## src/rtl/tlc_pkg.sv

```systemverilog
// Shared types for the traffic-light signal head driver: light codes, fault causes, lamp bit layout.
package tlc_pkg;

    typedef enum logic [1:0] {
        GREEN   = 2'b00,
        YELLOW  = 2'b01,
        RED     = 2'b10,
        INVALID = 2'b11
    } light_t;

    typedef enum logic [2:0] {
        FC_NONE         = 3'b000,
        FC_CONFLICT     = 3'b001,
        FC_INVALID      = 3'b010,
        FC_SEQUENCE     = 3'b011,
        FC_SHORT_YELLOW = 3'b100
    } fault_code_t;

    localparam int unsigned LAMP_W   = 3;
    localparam int unsigned LAMP_RED = 2;
    localparam int unsigned LAMP_YEL = 1;
    localparam int unsigned LAMP_GRN = 0;

    localparam logic [LAMP_W-1:0] LAMP_OFF      = '0;
    localparam logic [LAMP_W-1:0] LAMP_RED_ONLY = LAMP_W'(1) << LAMP_RED;

    // An invalid code lights red so a broken controller never shows a go aspect.
    function automatic logic [LAMP_W-1:0] decode_lamp(input light_t code);
        logic [LAMP_W-1:0] lamp;
        lamp = LAMP_OFF;
        case (code)
            GREEN:   lamp[LAMP_GRN] = 1'b1;
            YELLOW:  lamp[LAMP_YEL] = 1'b1;
            default: lamp[LAMP_RED] = 1'b1;
        endcase
        return lamp;
    endfunction

endpackage

```

## src/rtl/head_monitor.sv

```systemverilog
// Per-head lamp decode, previous-code tracking, sequence check and (with MIN_YELLOW_CHECK_EN) yellow timer.
module head_monitor
    import tlc_pkg::*;
#(
    parameter int unsigned MIN_YELLOW_CYCLES = 16
) (
    input  logic              clk,
    input  logic              rst_n,
    input  logic [1:0]        code_i,
    input  logic              restart_i,
    output logic [LAMP_W-1:0] lamp_o_c,
    output logic              seq_err_o_c,
    output logic              short_yel_o_c
);

    light_t code;
    light_t prev_q, prev_d;

    if (MIN_YELLOW_CYCLES == 0) begin : g_bad_min_yellow
        $error("head_monitor: MIN_YELLOW_CYCLES must be at least 1");
    end

    assign code     = light_t'(code_i);
    assign lamp_o_c = decode_lamp(code);

    // Transitions involving INVALID never match any of these pairs, so they go unchecked.
    assign seq_err_o_c = ((prev_q == GREEN)  && (code == RED))    ||
                         ((prev_q == YELLOW) && (code == GREEN))  ||
                         ((prev_q == RED)    && (code == YELLOW));

    assign prev_d = restart_i ? RED : code;

    always_ff @(posedge clk or negedge rst_n) begin
        if (!rst_n) begin
            prev_q <= RED;
        end else begin
            prev_q <= prev_d;
        end
    end

`ifdef MIN_YELLOW_CHECK_EN
    localparam int unsigned YCW = $clog2(MIN_YELLOW_CYCLES + 1);
    localparam logic [YCW-1:0] YEL_MIN = YCW'(MIN_YELLOW_CYCLES);

    logic [YCW-1:0] ycnt_q, ycnt_d;

    // Consecutive yellow cycles, saturating once the minimum is met.
    always_comb begin
        ycnt_d = '0;
        if (!restart_i && (code == YELLOW)) begin
            ycnt_d = (ycnt_q == YEL_MIN) ? ycnt_q : ycnt_q + 1'b1;
        end
    end

    always_ff @(posedge clk or negedge rst_n) begin
        if (!rst_n) begin
            ycnt_q <= '0;
        end else begin
            ycnt_q <= ycnt_d;
        end
    end

    assign short_yel_o_c = (prev_q == YELLOW) && (code == RED) && (ycnt_q < YEL_MIN);
`else
    assign short_yel_o_c = 1'b0;
`endif

endmodule

```

## src/rtl/signal_head_driver.sv

```systemverilog
// Signal head driver: mirrors both heads onto lamps and drops to a red fault flash on conflicts or bad sequences.
// Optional minimum-yellow check is enabled by defining MIN_YELLOW_CHECK_EN.
module signal_head_driver
    import tlc_pkg::*;
#(
    parameter int unsigned FLASH_HALF_PERIOD = 10,
    parameter int unsigned MIN_YELLOW_CYCLES = 16,
    parameter int unsigned CONFLICT_FILTER   = 2
) (
    input  logic       clk,
    input  logic       rst_n,
    input  logic [1:0] highway_light,
    input  logic [1:0] farm_light,
    input  logic       fault_clear,
    output logic [2:0] hwy_lamp,
    output logic [2:0] farm_lamp,
    output logic       fault,
    output logic [2:0] fault_code
);

    localparam int unsigned FCW = $clog2(FLASH_HALF_PERIOD);
    localparam int unsigned PCW = $clog2(CONFLICT_FILTER + 1);
    localparam logic [FCW-1:0] FLASH_LAST = FCW'(FLASH_HALF_PERIOD - 1);
    localparam logic [PCW-1:0] FILT_LAST  = PCW'(CONFLICT_FILTER - 1);

    localparam logic [0:0] ST_MON   = 1'b0;
    localparam logic [0:0] ST_FLASH = 1'b1;

    if (FLASH_HALF_PERIOD < 2 || CONFLICT_FILTER < 1) begin : g_bad_param
        $error("signal_head_driver: FLASH_HALF_PERIOD must be >= 2 and CONFLICT_FILTER >= 1");
    end

    logic [0:0]        state_q, state_d;
    logic [FCW-1:0]    flash_cnt_q, flash_cnt_d;
    logic              flash_on_q, flash_on_d;
    logic [PCW-1:0]    conf_cnt_q, conf_cnt_d;
    logic [PCW-1:0]    inv_cnt_q, inv_cnt_d;
    logic [LAMP_W-1:0] hwy_lamp_q, hwy_lamp_d, farm_lamp_q, farm_lamp_d;
    logic              fault_q, fault_d;
    fault_code_t       fault_code_q, fault_code_d, fault_sel_c;

    logic [LAMP_W-1:0] hwy_dec_c, farm_dec_c;
    logic              hwy_seq_c, farm_seq_c, hwy_short_c, farm_short_c;
    logic              restart_c, conflict_c, invalid_c, both_red_c;
    light_t            hwy_code, farm_code;

    head_monitor #(.MIN_YELLOW_CYCLES(MIN_YELLOW_CYCLES)) u_hwy (
        .clk(clk), .rst_n(rst_n), .code_i(highway_light), .restart_i(restart_c),
        .lamp_o_c(hwy_dec_c), .seq_err_o_c(hwy_seq_c), .short_yel_o_c(hwy_short_c)
    );

    head_monitor #(.MIN_YELLOW_CYCLES(MIN_YELLOW_CYCLES)) u_farm (
        .clk(clk), .rst_n(rst_n), .code_i(farm_light), .restart_i(restart_c),
        .lamp_o_c(farm_dec_c), .seq_err_o_c(farm_seq_c), .short_yel_o_c(farm_short_c)
    );

    assign hwy_code   = light_t'(highway_light);
    assign farm_code  = light_t'(farm_light);
    assign conflict_c = ((hwy_code == GREEN)  || (hwy_code == YELLOW)) &&
                        ((farm_code == GREEN) || (farm_code == YELLOW));
    assign invalid_c  = (hwy_code == INVALID) || (farm_code == INVALID);
    assign both_red_c = (hwy_code == RED) && (farm_code == RED);

    // Highest-priority fault seen this cycle.
    always_comb begin
        fault_sel_c = FC_NONE;
        if (conflict_c && (conf_cnt_q == FILT_LAST)) begin
            fault_sel_c = FC_CONFLICT;
        end else if (invalid_c && (inv_cnt_q == FILT_LAST)) begin
            fault_sel_c = FC_INVALID;
        end else if (hwy_seq_c || farm_seq_c) begin
            fault_sel_c = FC_SEQUENCE;
        end else if (hwy_short_c || farm_short_c) begin
            fault_sel_c = FC_SHORT_YELLOW;
        end
    end

    always_comb begin
        state_d      = state_q;
        flash_cnt_d  = flash_cnt_q;
        flash_on_d   = flash_on_q;
        hwy_lamp_d   = hwy_lamp_q;
        farm_lamp_d  = farm_lamp_q;
        fault_d      = fault_q;
        fault_code_d = fault_code_q;
        restart_c    = 1'b0;
        conf_cnt_d   = conflict_c ? ((conf_cnt_q == FILT_LAST) ? conf_cnt_q : conf_cnt_q + 1'b1) : '0;
        inv_cnt_d    = invalid_c  ? ((inv_cnt_q  == FILT_LAST) ? inv_cnt_q  : inv_cnt_q  + 1'b1) : '0;

        case (state_q)
            ST_MON: begin
                hwy_lamp_d  = hwy_dec_c;
                farm_lamp_d = farm_dec_c;
                if (fault_sel_c != FC_NONE) begin
                    state_d      = ST_FLASH;
                    fault_d      = 1'b1;
                    fault_code_d = fault_sel_c;
                    flash_cnt_d  = '0;
                    flash_on_d   = 1'b1;
                    hwy_lamp_d   = LAMP_RED_ONLY;
                    farm_lamp_d  = LAMP_RED_ONLY;
                end
            end
            ST_FLASH: begin
                // Leaving the flash is only safe while the controller itself shows all-red.
                if (fault_clear && both_red_c) begin
                    state_d      = ST_MON;
                    fault_d      = 1'b0;
                    fault_code_d = FC_NONE;
                    flash_cnt_d  = '0;
                    flash_on_d   = 1'b0;
                    conf_cnt_d   = '0;
                    inv_cnt_d    = '0;
                    restart_c    = 1'b1;
                    hwy_lamp_d   = hwy_dec_c;
                    farm_lamp_d  = farm_dec_c;
                end else begin
                    if (flash_cnt_q == FLASH_LAST) begin
                        flash_cnt_d = '0;
                        flash_on_d  = ~flash_on_q;
                    end else begin
                        flash_cnt_d = flash_cnt_q + 1'b1;
                    end
                    hwy_lamp_d  = flash_on_d ? LAMP_RED_ONLY : LAMP_OFF;
                    farm_lamp_d = flash_on_d ? LAMP_RED_ONLY : LAMP_OFF;
                end
            end
            default: state_d = ST_MON;
        endcase
    end

    always_ff @(posedge clk or negedge rst_n) begin
        if (!rst_n) begin
            state_q      <= ST_MON;
            flash_cnt_q  <= '0;
            flash_on_q   <= 1'b0;
            conf_cnt_q   <= '0;
            inv_cnt_q    <= '0;
            hwy_lamp_q   <= LAMP_RED_ONLY;
            farm_lamp_q  <= LAMP_RED_ONLY;
            fault_q      <= 1'b0;
            fault_code_q <= FC_NONE;
        end else begin
            state_q      <= state_d;
            flash_cnt_q  <= flash_cnt_d;
            flash_on_q   <= flash_on_d;
            conf_cnt_q   <= conf_cnt_d;
            inv_cnt_q    <= inv_cnt_d;
            hwy_lamp_q   <= hwy_lamp_d;
            farm_lamp_q  <= farm_lamp_d;
            fault_q      <= fault_d;
            fault_code_q <= fault_code_d;
        end
    end

    assign hwy_lamp   = hwy_lamp_q;
    assign farm_lamp  = farm_lamp_q;
    assign fault      = fault_q;
    assign fault_code = fault_code_q;

endmodule

```

## config.mk

```make
export PLATFORM = sky130hd
export DESIGN_NAME = signal_head_driver
export DESIGN_NICKNAME = d
export VERILOG_FILES = /design/src/rtl/tlc_pkg.sv /design/src/rtl/head_monitor.sv /design/src/rtl/signal_head_driver.sv
export SDC_FILE = /design/constraint.sdc
export NUM_CORES = 1
export LEC_CHECK = 0
export BUFFER_PORTS_ARGS = -buffer_cell sky130_fd_sc_hd__buf_4
export CORE_UTILIZATION = 25
export CTS_CLUSTER_SIZE = 24
export DETAILED_ROUTE_END_ITERATION = 16
export GPL_TIMING_DRIVEN = 0
export PLACE_DENSITY = 0.45
export SETUP_SLACK_MARGIN = 0.05
export SYNTH_ARGS = -nofsm -noshare
export SYNTH_HDL_FRONTEND = slang
export SYNTH_SLANG_ARGS = --single-unit
```

## constraint.sdc

```tcl
create_clock -name clk -period 2.4 [get_ports clk]
set_input_delay 0.12 -clock clk [delete_from_list [all_inputs] [get_ports clk]]
set_output_delay 0.12 -clock clk [all_outputs]
set_load 0.005 [all_outputs]
```

==> metrics.csv <==
stage,metric,value,unit
synthesis,syn_nets,106,
drt,Vias/cell,4.71,
setup_path,Critical Path Fanout Max,5,
placement,Placed Area,1330,um^2
layout,fin nets,127,
setup_path,WS Path Type,reg -> reg,
setup_path,CP cell instances,"ha_1, nand3b_1, o211ai_1, or3_1, o221ai_2",
power,PwrDens,781,nW/um^2
sta,fmax,0.629,GHz
clocking,clock root buffer,clkbuf_8,
sta,Setup TNS Final,0,ns
worst_hold_path,critical hold path startpoint,highway_light[0],
power,Leakage,0.593,nW
worst_hold_path,Hold Path Class,in -> reg,
sta,period utilization,66.2,%
clocking,clock net sink count,23,
setup_path,crit path capture type,flip-flop,
sta,final hold vios,0,
drt,DRT Wirelength,2300,um
layout,Layout Area Growth over Synthesis,20.2,%
setup_path,worst reg-to-reg setup slack,0.81,ns
synthesis,asr flop ratio synth,100,%
drt,via total after detailed routing,796,
layout,most frequent cells in the layout,"dfrtp_1, buf_4, inv_1, clkbuf_8, nor2_1",
global_routing,largest net degree at the start of global routing,24,
setup_path,Worst Path Required,2.59,ns
run,Max-cap violations,0,
clocking,clk buf depth,2,
synthesis,cell count after synthesis,97,
setup_path,Reg-to-Reg Start,flash_cnt_q[0],
layout,"commonest non-fill, non-tap cell in the layout",dfrtp_1,
clocking,total CTS buffers,3,
drt,DR WL/cell,13.6,um
die,Initial Util,26.3,%
drt,DR pass1 iterations,4,
sta,RSZ-0062 raised after global routing,no,
die,Die W,69.9,um
synthesis,synthesized flop and latch total,23,
placement,RePlAce Congestion,0.689,
clocking,htree depth,1,
setup_path,CP Launch Type,flip-flop,
synthesis,area share of the largest cell type after synthesis,41.2,%
sta,Final setup viols,0,
layout,share of cells above drive strength 1,32.5,%
sta,Slew headroom,63.4,%
synthesis,Yosys top cell by area,dfrtp_1,
clocking,postcts setup bufs,0,
layout,# diodes,0,
die,die height,69.9,um
clocking,Worst-path clk slew,0.08,ns
drt,Routed Antenna Nets,0,
clocking,CTS tree,done,
global_routing,initial antenna violation count,0,
drt,Initial DRC Count,24,
placement,Port-buffer cells,15,
synthesis,synth warn,0,
outcome,status,"complete, no violations",
die,Core Rows,24,
synthesis,top post-synthesis cells by area,"dfrtp_1, dfstp_2, clkbuf_8",
sta,post-layout min period,1.59,ns
synthesis,distinct cell type count after synthesis,44,
global_routing,vias in the first global route,847,
setup_path,Reg-to-Reg End,flash_cnt_q[3],
power,VDD IR-drop max,0.000233,V
synthesis,Netlist Area Pre-Place,1150,um^2
synthesis,sequential share of the synthesized area,50.3,%
setup_path,worst reg-to-reg path cell count,5,
setup_path,slowest cell delay on critical path,0.43,ns
setup_path,Slowest cell on crit path,dfrtp_1,
die,I/O pins,17,
synthesis,number of synthesized flops with an enable pin,0,
worst_hold_path,WHS Path Cells,2,
die,Core Box Area,4380,um^2
setup_path,WP data arrival,1.78,ns
synthesis,Synth Flop Type,dfrtp_1,
clocking,Clock Latency Late Sink,0.26,ns
layout,post-route cell area,1390,um^2
sta,Layout Skew,0.00166,ns
sta,Final Slew Violations,0,
global_routing,GRT overflow,0,
global_routing,first-pass GRT wire length,3970,um
drt,drt drc,0,
worst_hold_path,WHS Endpoint,hwy_lamp[0],
synthesis,Syn Area/Cell,11.9,um^2
die,Die Area,4890,um^2
sta,worst-margin pin slew,0.547,ns
global_routing,GRT Util Overall,10.2,%
placement,Post-DP HPWL,1670,um
layout,fillers,456,
-- cells in the mapped netlist, types with 2 or more instances --
| cell type | n |
|---|---|
| a211oi_1 | 2 |
| nand3b_1 | 2 |
| inv_1 | 5 |
| nand2b_1 | 2 |
| nand3_1 | 4 |
| buf_6 | 2 |
| nor2_1 | 5 |
| clkbuf_8 | 2 |
| dfrtp_1 | 19 |
| nand2_1 | 4 |
| clkbuf_1 | 3 |
| a21boi_0 | 2 |
| dfstp_2 | 4 |
| nor4b_1 | 2 |
| o21a_1 | 2 |
| o22ai_1 | 2 |
| ha_1 | 2 |
| nor3b_2 | 2 |
| nor3_1 | 3 |
| or2_2 | 2 |
| a21oi_1 | 3 |
-- flip-flops by register name, indices dropped and copies added, names as in the netlist --
register	cells
inv_cnt_q	2
conf_cnt_q	2
flash_cnt_q	4
flash_on_q	1
state_q	1
farm_lamp	3
fault_code	2
hwy_lamp	3
u_farm.prev_q	2
fault	1
u_hwy.prev_q	2
-- report_power, final --
group	internal, mW	leakage [nW]	switching, mW	total, mW
sequential	0.477	0.284	0.0603	0.537
clock	0.119	0.0228	0.126	0.244
combinational	0.166	0.287	0.135	0.301
-- critical path: cells and delay by family, from the launching register on --
kind,cells,cell delay [ns]
AOI/OAI and AO/OA,2,0.30
adders and majority gates,1,0.21
and+or+nand+nor,2,0.57
DFF,1,0.43
-- metal layers --
metal / wire length (um) / global-route usage [%] / vias up
met1: 1050 / 12.8 / 393
met3: 78 / 2.02 / 4
met2: 1150 / 17.3 / 19
li1: - / - / 380
met5: 0 / 0 / -
met4: 23 / 4.00 / 0
-- area by class of cell --
cell class	instances	area, um^2	share of cell area (%)
Buffer	9	78.8	5.69
Clock buffer	4	45.0	3.25
Inverter	5	18.8	1.35
Multi-Input combinational cell	60	475	34.3
Sequential cell	23	581	41.9
Tap cell	52	65.1	4.69
Timing Repair Buffer	16	123	8.84
-- timing repair --
| item | 4_1_cts | 5_1_grt |
|---|---|---|
| hold buffers | 1 | 0 |
| resized for setup | 0 | 0 |
| endpoints found under the hold margin | 19 | 0 |
-- per-stage QoR --
step | power, mW | instances | hold slack [ns] | worst slack [ns] | utilization (%)
after floorplan | 0.738 | 97 | -0.176 | 0.953 | -
after global placement | 0.837 | 164 | 0.0335 | 0.821 | 30.4
after detailed placement | 0.852 | 164 | 0.0398 | 0.821 | 30.4
after CTS | 1.10 | 169 | 0.0715 | 0.808 | 31.6
after global routing | 1.17 | 169 | 0.0840 | 0.656 | 31.6
final | 1.08 | 169 | 0.0800 | 0.811 | 31.6
-- cells by family after synthesis --
family	Yosys count	share of synthesized area (%)
buf+inv	14	8.46
simple gates	33	20.5
fa+ha+maj	2	2.17
xor+xnor	3	2.93
compound gates	20	14.4
other cells	1	0.325
flops	23	50.3
mux	1	0.868
-- worst max path at each step --
| stage | end | startpoint | depth (start not counted) |
|---|---|---|---|
| after floorplan | flash_cnt_q[3] | flash_cnt_q[0] | 5 |
| after CTS | flash_cnt_q[3] | flash_cnt_q[0] | 5 |
| after global placement | flash_cnt_q[3] | flash_cnt_q[0] | 5 |
| after global routing | flash_cnt_q[3] | conf_cnt_q[1] | 5 |
| after detailed placement | flash_cnt_q[3] | conf_cnt_q[1] | 5 |
| final | flash_cnt_q[3] | flash_cnt_q[0] | 5 |
(Power assumes the default switching activity.)
